--- config.mk ---
export PLATFORM = sky130hd
export DESIGN_NAME = uart_mmio_tx
export DESIGN_NICKNAME = d
export VERILOG_FILES = /design/src/rtl/uart_mmio_pkg.sv /design/src/rtl/uart_tx_serializer.sv /design/src/rtl/uart_mmio_tx.sv
export SDC_FILE = /design/constraint.sdc
export NUM_CORES = 1
export LEC_CHECK = 0
export CORE_MARGIN = 10
export CORE_UTILIZATION = 40
export CTS_BUF_LIST = sky130_fd_sc_hd__clkbuf_4 sky130_fd_sc_hd__clkbuf_8
export DETAILED_ROUTE_END_ITERATION = 8
export SYNTH_ARGS = -nofsm -noshare
export SYNTH_HDL_FRONTEND = slang
export SYNTH_SLANG_ARGS = --single-unit
--- constraint.sdc ---
create_clock -name clk -period 7.15 [get_ports clk]
set_clock_uncertainty 0.2 [all_clocks]
set_input_delay 0.715 -clock clk [delete_from_list [all_inputs] [get_ports clk]]
set_output_delay 0.715 -clock clk [all_outputs]
set_load 0.1 [all_outputs]
--- src/rtl/uart_mmio_pkg.sv ---
// Shared definitions for the memory-mapped UART transmitter: register offsets,
// STATUS bit positions, serializer state encoding and the parity helper.
package uart_mmio_pkg;

    localparam logic [1:0] OFF_TXDATA = 2'd0;
    localparam logic [1:0] OFF_STATUS = 2'd1;
    localparam logic [1:0] OFF_LEVEL  = 2'd2;

    localparam int STAT_FULL_BIT  = 1;
    localparam int STAT_EMPTY_BIT = 2;
    localparam int STAT_BUSY_BIT  = 3;
    localparam int STAT_OVF_BIT   = 4;

    typedef enum logic [2:0] {
        ST_IDLE   = 3'd0,
        ST_START  = 3'd1,
        ST_DATA   = 3'd2,
        ST_PARITY = 3'd3,
        ST_STOP   = 3'd4
    } tx_state_e;

    function automatic logic even_parity(input logic [7:0] data);
        return ^data;
    endfunction

endpackage

--- src/rtl/uart_tx_serializer.sv ---
// UART frame serializer: valid/ready byte input, start/data/stop framing.
// Defining UART_MMIO_TX_PARITY_EN inserts an even-parity bit before STOP.
module uart_tx_serializer
    import uart_mmio_pkg::*;
#(
    parameter int CLKS_PER_BIT = 104
) (
    input  logic       clk,
    input  logic       reset,
    input  logic       byte_valid,
    input  logic [7:0] byte_data,
    output logic       byte_ready,
    output logic       busy,
    output logic       uart_tx
);

    localparam logic [15:0] BAUD_LAST = 16'(CLKS_PER_BIT - 1);

    tx_state_e   state_r;
    tx_state_e   state_next_s;
    logic [15:0] baud_cnt_r;
    logic [2:0]  bit_cnt_r;
    logic [7:0]  shift_r;
    logic        uart_tx_r;
    logic        tx_next_s;
    logic        baud_done_s;

    assign baud_done_s = (baud_cnt_r == BAUD_LAST);
    assign byte_ready  = (state_r == ST_IDLE);
    assign busy        = (state_r != ST_IDLE);
    assign uart_tx     = uart_tx_r;

    // State register
    always_ff @(posedge clk) begin
        if (reset) begin
            state_r <= ST_IDLE;
        end else begin
            state_r <= state_next_s;
        end
    end

    // Baud/bit counters and byte capture; counters sit at zero while idle
    always_ff @(posedge clk) begin
        if (reset) begin
            baud_cnt_r <= 16'd0;
            bit_cnt_r  <= 3'd0;
            shift_r    <= 8'd0;
        end else if (state_r == ST_IDLE) begin
            baud_cnt_r <= 16'd0;
            bit_cnt_r  <= 3'd0;
            if (byte_valid) begin
                shift_r <= byte_data;
            end
        end else begin
            baud_cnt_r <= baud_done_s ? 16'd0 : baud_cnt_r + 16'd1;
            if ((state_r == ST_DATA) && baud_done_s) begin
                bit_cnt_r <= bit_cnt_r + 3'd1;
            end
        end
    end

    // Next-state logic
    always_comb begin
        state_next_s = state_r;
        case (state_r)
            ST_IDLE:  state_next_s = byte_valid ? ST_START : ST_IDLE;
            ST_START: state_next_s = baud_done_s ? ST_DATA : ST_START;
`ifdef UART_MMIO_TX_PARITY_EN
            ST_DATA:   state_next_s = (baud_done_s && (bit_cnt_r == 3'd7)) ? ST_PARITY : ST_DATA;
            ST_PARITY: state_next_s = baud_done_s ? ST_STOP : ST_PARITY;
`else
            ST_DATA:   state_next_s = (baud_done_s && (bit_cnt_r == 3'd7)) ? ST_STOP : ST_DATA;
`endif
            ST_STOP:  state_next_s = baud_done_s ? ST_IDLE : ST_STOP;
            default:  state_next_s = ST_IDLE;
        endcase
    end

    // Line level for the current state
    always_comb begin
        tx_next_s = 1'b1;
        case (state_r)
            ST_START:  tx_next_s = 1'b0;
            ST_DATA:   tx_next_s = shift_r[bit_cnt_r];
`ifdef UART_MMIO_TX_PARITY_EN
            ST_PARITY: tx_next_s = even_parity(shift_r);
`endif
            default:   tx_next_s = 1'b1;
        endcase
    end

    // Registered line driver; the line follows the state by one cycle
    always_ff @(posedge clk) begin
        if (reset) begin
            uart_tx_r <= 1'b1;
        end else begin
            uart_tx_r <= tx_next_s;
        end
    end

endmodule

--- src/rtl/uart_mmio_tx.sv ---
// Memory-mapped UART transmitter: register decode, TX FIFO and serializer.
// Optional even parity is enabled with UART_MMIO_TX_PARITY_EN.
module uart_mmio_tx
    import uart_mmio_pkg::*;
#(
    parameter logic [31:0] BASE_ADDR    = 32'h0000_2000,
    parameter int          CLKS_PER_BIT = 104,
    parameter int          FIFO_DEPTH   = 16
) (
    input  logic        clk,
    input  logic        reset,
    input  logic [31:0] addr,
    input  logic [31:0] write_data,
    input  logic        memwrite,
    input  logic        memread,
    output logic [31:0] read_data,
    output logic        uart_tx
);

    localparam int            AW         = $clog2(FIFO_DEPTH);
    localparam logic [AW:0]   FULL_COUNT = (AW + 1)'(FIFO_DEPTH);
    localparam logic [AW:0]   CNT_ONE    = (AW + 1)'(1);
    localparam logic [AW-1:0] PTR_ONE    = AW'(1);

    logic [7:0]    fifo_mem_r [FIFO_DEPTH];
    logic [AW-1:0] wr_ptr_r;
    logic [AW-1:0] rd_ptr_r;
    logic [AW:0]   count_r;
    logic          overflow_r;
    logic          sel_s;
    logic [1:0]    offset_s;
    logic          full_s;
    logic          empty_s;
    logic          busy_s;
    logic          ready_s;
    logic          push_s;
    logic          pop_s;
    logic          ovf_set_s;
    logic          ovf_clr_s;
    logic [31:0]   read_data_s;
    logic          unused_s;

    assign sel_s     = (addr[31:4] == BASE_ADDR[31:4]);
    assign offset_s  = addr[3:2];
    assign full_s    = (count_r == FULL_COUNT);
    assign empty_s   = (count_r == '0);
    assign push_s    = sel_s && memwrite && (offset_s == OFF_TXDATA) && !full_s;
    assign ovf_set_s = sel_s && memwrite && (offset_s == OFF_TXDATA) && full_s;
    assign ovf_clr_s = sel_s && memwrite && (offset_s == OFF_STATUS) && write_data[STAT_OVF_BIT];
    assign pop_s     = ready_s && !empty_s;
    assign unused_s  = ^{addr[1:0], write_data[31:8]};

    // FIFO storage; contents are don't-care until pushed
    always_ff @(posedge clk) begin
        if (push_s) begin
            fifo_mem_r[wr_ptr_r] <= write_data[7:0];
        end
    end

    // Pointers and occupancy; a full-FIFO store is dropped even when a pop coincides
    always_ff @(posedge clk) begin
        if (reset) begin
            wr_ptr_r <= '0;
            rd_ptr_r <= '0;
            count_r  <= '0;
        end else begin
            if (push_s) begin
                wr_ptr_r <= wr_ptr_r + PTR_ONE;
            end
            if (pop_s) begin
                rd_ptr_r <= rd_ptr_r + PTR_ONE;
            end
            case ({push_s, pop_s})
                2'b10:   count_r <= count_r + CNT_ONE;
                2'b01:   count_r <= count_r - CNT_ONE;
                default: count_r <= count_r;
            endcase
        end
    end

    // Sticky overflow flag
    always_ff @(posedge clk) begin
        if (reset) begin
            overflow_r <= 1'b0;
        end else if (ovf_set_s) begin
            overflow_r <= 1'b1;
        end else if (ovf_clr_s) begin
            overflow_r <= 1'b0;
        end else begin
            overflow_r <= overflow_r;
        end
    end

    // Load response decode
    always_comb begin
        read_data_s = 32'h0;
        if (memread && sel_s) begin
            case (offset_s)
                OFF_STATUS: begin
                    read_data_s[STAT_OVF_BIT]   = overflow_r;
                    read_data_s[STAT_BUSY_BIT]  = busy_s;
                    read_data_s[STAT_EMPTY_BIT] = empty_s;
                    read_data_s[STAT_FULL_BIT]  = full_s;
                end
                OFF_LEVEL: read_data_s = 32'(count_r);
                default:   read_data_s = 32'h0;
            endcase
        end else begin
            read_data_s = 32'h0;
        end
    end

    assign read_data = read_data_s;

    uart_tx_serializer #(
        .CLKS_PER_BIT(CLKS_PER_BIT)
    ) u_serializer (
        .clk        (clk),
        .reset      (reset),
        .byte_valid (!empty_s),
        .byte_data  (fifo_mem_r[rd_ptr_r]),
        .byte_ready (ready_s),
        .busy       (busy_s),
        .uart_tx    (uart_tx)
    );

endmodule
==> results of run 1 <==
## cell families after synthesis
| logic type | count (synthesis) |
|---|---|
| buffers and inverters | 63 |
| multiplexers | 58 |
| adder cells (fa/ha/maj) | 14 |
| AO/OA/AOI/OAI | 59 |
| flip-flops | 173 |
| other | 1 |
| AND/OR/NAND/NOR | 169 |
| XOR/XNOR | 17 |
## worst paths after layout
check,start,to
max reg2reg,count_r[2]$_SDFFE_PP0P_,count_r[4]$_SDFFE_PP0P_
max,addr[6],read_data[3]
min,u_serializer.baud_cnt_r[0]$_SDFF_PP0_,u_serializer.baud_cnt_r[0]$_SDFF_PP0_
min reg2reg,u_serializer.baud_cnt_r[0]$_SDFF_PP0_,u_serializer.baud_cnt_r[0]$_SDFF_PP0_
## power breakdown
part	internal, mW	total (mW)	switching [mW]
Sequential	1.07	1.07	0.00000000168
Clock	0.276	0.669	0.394
Combinational	0.0228	0.104	0.0815
## cell usage after synthesis (8+ instances only)
cell type and count:
mux4_2 21, xor2_1 13, and3_1 18, ha_1 14, clkbuf_1 13, a21oi_1 12
nor2b_1 25, nor4_1 18, edfxtp_1 128, nor3_1 8, buf_4 30, mux2i_1 32
nand3_1 9, dfxtp_1 45, nand2_1 9, nor2_1 33, inv_1 8
## final cells by class
type | count | area share (%)
Timing Repair Buffer | 50 | 5.66
Clock buffer | 19 | 2.93
Multi-Input combinational cell | 344 | 31.1
Sequential cell | 173 | 54.5
Clock inverter | 13 | 1.72
Tap cell | 260 | 3.74
Inverter | 8 | 0.345
## sequential cells by signal, summed over array words and instances (netlist names)
| name | cells |
|---|---|
| fifo_mem_r | 128 |
| count_r | 5 |
| u_serializer.shift_r | 8 |
| u_serializer.uart_tx | 1 |
| u_serializer.state_r | 3 |
| overflow_r | 1 |
| rd_ptr_r | 4 |
| wr_ptr_r | 4 |
| u_serializer.baud_cnt_r | 16 |
| u_serializer.bit_cnt_r | 3 |
## per-stage QoR
stage	power (mW)	utilization, %	instances	hold slack, ns	instance area [um^2]
after floorplan	1.18	-	580	0.218	7840
after global placement	1.20	43.9	835	0.230	8300
after detailed placement	1.20	43.9	835	0.259	8300
final	1.85	46.1	867	0.269	8710
after global routing	1.92	46.1	867	0.301	8710
after CTS	1.87	46.1	867	0.278	8710
## routing by layer
layer / vias up / GRT usage, % / part of all wire [%]
li1: 2150 / - / -
met1: 2236 / 14.6 / 44
met2: 80 / 20.6 / 51
met3: 21 / 3.28 / 3.7
met4: 0 / 4.68 / 1.7
met5: - / 0 / 0
==> metrics, run 1 <==
outcome=complete, no violations; Worst R2R Setup Slack=approximately 3.3 ns; crit path launch type=input port; Compound-Gate Fraction of Synth Area=5.59%; CTS root buf=clkbuf_8; Initial Utilization=between 40% and 50%; Tmin final=4.54 ns; Place WS=2.29 ns; Worst EP required=between 6 and 7 ns; Area growth syn-to-layout=12.5%; LEAKAGE=just under 3 nW; post-synth top area share=about half; CTS tree=built; Die Width=roughly 160 um; post-synthesis mux area share=11.0%; Post-CTS Setup Bufs=0; CP arrival=about 3.6 ns; adder-cell share of the synthesized area=2.26%; First-pass DRT Iterations=4; number of routed nets with antenna violations=0; Remaining DRCs=0; I/O pins=a little over 100; Die Span Y=159 um; Post-synth EDFFs=between 100 and 150; Die ar.=roughly 0.025 mm^2; Post-Synth XOR/XNOR Area=~1.9%; htree depth=4; Post-Synth Simple-Gate Area=about an eighth; Max-Cap Viols=0; layout cells sized above 1=11.5%; Fin. Hold Viols=0; Crit-path slowest cell=clkdlybuf4s50_1; ant diodes=0; top post-synthesis cells by area=edfxtp_1 50%, dfxtp_1 12%, mux4_2 6.1%; clk slew on worst S/H paths=approximately 0.1 ns; Avg Cell Area, Syn=around 14 um^2; fill cell count=1663; Vias/cell=5.18; CP cell instances=clkdlybuf4s50_1 -> nor4_1 -> nand4_1 -> or2_0 -> nor3_1 -> clkdlybuf4s50_1; via count=around 4500; worst vdd ir=0.208 mV; RSZ-0062 raised after global routing=false; Crit. End Element=output port; Hold Crit Depth=1; DRT iter0 DRCs=roughly 220; worst path bufs/invs=2; Achievable Freq=0.220 GHz; final setup fails=0; R2R depth=11; worst setup path class=input port to output port; initial antenna violation count=0; vias in the first global route=roughly 4600; Rel. slew slack=20.4%; most frequent CP cell=clkdlybuf4s50_1; clk buf depth=2; instance count on the critical path=6; actual slew at the worst max-slew pin=1.19 ns; P per Cell Area=between 200 and 250 mW/mm^2; row count=50; most frequent cells in the layout=128 x edfxtp_1, 47 x clkdlybuf4s50_1, 44 x dfxtp_1, 33 x nor2_1, 32 x mux2i_1; post-synthesis sequential area ratio=61.3%; wire length per cell=about 18 um; combinational family with the most area after synthesis=simple AND/OR/NAND/NOR gates; crit-path max cell delay=1.18 ns; Syn Std Cell Area=~0.0077 mm^2; post-synth top area cell=edfxtp_1; Synth Register Bits=173; total gr overflow=0; most common cell after layout, fill and taps aside=edfxtp_1; gr usage total=between 10% and 20%; Port Buffers=47; Gate Count Post-Synth=554; Final WS setup=approximately 2.6 ns; FF+latch area=roughly 0.0047 mm^2; post-cts sizing count=0; Multi-input gate area=around 0.0027 mm^2; GP Congestion=roughly 0.79; Hold Crit Class=register to register; Total Routed Length=about 15000 um; first-pass GRT wire length=24700 um; Worst-Skew Late Latency=between 0.4 and 0.5 ns; DP Wirelength=10700 um; crit path max fanout=6; Unique masters post-synth=54; CTS sink count=around 170; core area=0.0189 mm^2; Nets=a little under 700; hold buffers post-CTS=0; ys flop type=edfxtp_1; synth warn=0; CP delay by family, top=buffers and inverters; largest net degree at the start of global routing=50; Final Cycle Share=between 60 and 70%; Post-Route Setup TNS=0 ns; Final Max Tran Viols=0; Num CTS Buffers=17; Post-synth ARST share=0%
Power figures use the tool's default switching activity.
==> run 2: changes to the inputs <==
- clock period: 7.15 -> 3.8 ns (I/O delays scaled with it)
==> run 2 against run 1 <==
Critical path depth is 6 higher. Power is 92% higher. Non-clock buffer count is 8 higher. Worst setup slack worse by 2.0 ns. Via count is 0.45% higher. Utilization is 0.56 points higher. First-iteration DRC count is 36% higher. Combinational power is 89% higher. Critical path type is now input port to register. Critical endpoint is now count_r[4]$_SDFFE_PP0P_. Highest routed layer unchanged.
==> metrics, run 2 (synthesis gave the netlist of run 1 again) <==
outcome=complete, no violations; Remaining DRCs=0 (unchanged); I/O pins=101 (unchanged); core area=0.0189 mm^2 (unchanged); Rel. slew slack=34.7% (+14 points); worst setup path class=input port to register; DP Wirelength=11000 um (+2.4%); Switching Share=26.0% (+0.29 points); RSZ-0062 raised after global routing=false; Nets=684 (+1.2%); overall power=3.56 mW (+92%); Final Max Tran Viols=0 (unchanged); vias in the first global route=4713 (+2.8%); crit-path max cell delay=0.40 ns (-0.78 ns); Die Span Y=159 um (unchanged); Die ar.=0.0253 mm^2 (unchanged); CP delay by family, top=simple AND/OR/NAND/NOR gates; Vias/cell=5.15 (-0.47%); Int Pwr=2.63 mW (+92%); P per Cell Area=404 mW/mm^2 (+90%); CP arrival=3.30 ns (-0.32 ns); Die Width=159 um (unchanged); total gr overflow=0 (unchanged); gr usage total=12.5% (+0.30 points); most frequent cells in the layout=128 x edfxtp_1, 44 x dfxtp_1, 42 x clkdlybuf4s50_1, 33 x nor2_1, 32 x mux2i_1; first-pass GRT wire length=25400 um (+2.9%); Hold Crit Class=register to register; Achievable Freq=about 0.32 GHz; clk buf depth=2 (unchanged); Tmin final=~3.2 ns; DRT iter0 DRCs=294 (+36%); worst vdd ir=0.325 mV (+56%); Worst R2R Setup Slack=0.67 ns (-2.59 ns); Crit-path slowest cell=clkdlybuf4s50_1; Initial Utilization=41.0% (unchanged); crit path launch type=input port; post-route cell area=0.00881 mm^2 (+1.2%); post-cts sizing count=0 (unchanged); GP Congestion=0.772 (-2.2%); Max-Cap Viols=0 (unchanged); Num CTS Buffers=17 (unchanged); row count=50 (unchanged); CTS tree=built; Area growth syn-to-layout=13.8%; Total Routed Length=15700 um (+1.6%); most common cell after layout, fill and taps aside=edfxtp_1; final setup fails=0 (unchanged); Place WS=0.158 ns (-2.13 ns); CTS sink count=173 (unchanged); worst path bufs/invs=2 (unchanged); via count=4507 (+0.45%); actual slew at the worst max-slew pin=0.976 ns (-0.216 ns); hold buffers post-CTS=0 (unchanged); Largest register FFs=128 (unchanged); number of routed nets with antenna violations=0 (unchanged); most frequent CP cell=ha_1; Final Cycle Share=between 80 and 90%; crit path max fanout=3 (-3); combinational fraction of design power=5.5% (about the same); power share of the clock group=37.6% (+1.4 points); CTS root buf=clkbuf_8; CP cell instances=clkdlybuf4s50_1 -> nor4b_1 -> nand4_1 -> nor4b_4 -> inv_1 -> ha_1 -> xor2_1 -> ha_1 -> a21oi_1 -> or3_1 -> a31oi_1 -> mux2_2; clk slew on worst S/H paths=0.09 ns (about the same); Post-CTS Setup Bufs=0 (unchanged); initial antenna violation count=0 (unchanged); most flop-heavy register=fifo_mem_r; Crit. End Element=register; Post-Route Setup TNS=0 ns (unchanged); Worst-Skew Late Latency=0.46 ns (about the same); Worst EP required=3.94 ns (-2.29 ns); largest net degree at the start of global routing=24 (-52%); worst hold margin=0.258 ns (-0.0105 ns); Net Sw Power=925 uW (+95%); htree depth=4 (unchanged); Fin. Hold Viols=0 (unchanged); largest registers=fifo_mem_r: 128 flops, u_serializer.baud_cnt_r: 16 flops, u_serializer.shift_r: 8 flops; First-pass DRT Iterations=4 (unchanged); ant diodes=0 (unchanged); Port Buffers=47 (unchanged); Final WS setup=0.644 ns (-1.97 ns); DP Area=0.00839 mm^2 (+1.0%); layout cells sized above 1=13.5% (+2.0 points); wire length per cell=18.0 um (+0.67%); sequential share of power=56.8% (-1.3 points); LEAKAGE=3.01 nW (+2.3%)
-- run 2: power by group through the flow --
stage | clock (mW) | sequential (mW) | combinational (mW)
2_1_floorplan | 0 | 2.07 | 0.151
3_3_place_gp | 0 | 2.07 | 0.192
3_5_place_dp | 0 | 2.07 | 0.196
4_1_cts | 1.38 | 2.02 | 0.196
5_1_grt | 1.47 | 2.02 | 0.207
6_report | 1.34 | 2.02 | 0.197
-- run 2: metal layers --
metal | global-route usage [%] | vias up | share of wire [%]
li1 | - | 2168 | -
met1 | 15.3 | 2249 | 43
met2 | 21.3 | 84 | 52
met3 | 3.59 | 6 | 4.1
met4 | 3.20 | 0 | 0.43
met5 | 0 | - | 0
-- run 2: final timing paths --
check             cells after the start                                   from                                     to
hold / removal                        1  u_serializer.baud_cnt_r[0]$_SDFF_PP0_  u_serializer.baud_cnt_r[0]$_SDFF_PP0_
hold reg to reg                       1  u_serializer.baud_cnt_r[0]$_SDFF_PP0_  u_serializer.baud_cnt_r[0]$_SDFF_PP0_
setup / recovery                     12                               addr[12]                count_r[4]$_SDFFE_PP0P_
setup reg to reg                     11                count_r[2]$_SDFFE_PP0P_                count_r[4]$_SDFFE_PP0P_
-- run 2: per-stage QoR --
step	utilization, %	instances
floorplan	-	580
global placement	44.4	843
detailed placement	44.4	843
CTS	46.7	875
global route	46.7	875
finish	46.7	875
-- run 2: cell type report --
class,instances,area (um^2)
flip-flops and latches,173,4750
repair buffers,58,578
multi-input cells,344,2710
clock inverters,15,193
inverters,8,30.0
fillers,1688,10100
well taps,260,325
clock buffers,17,234
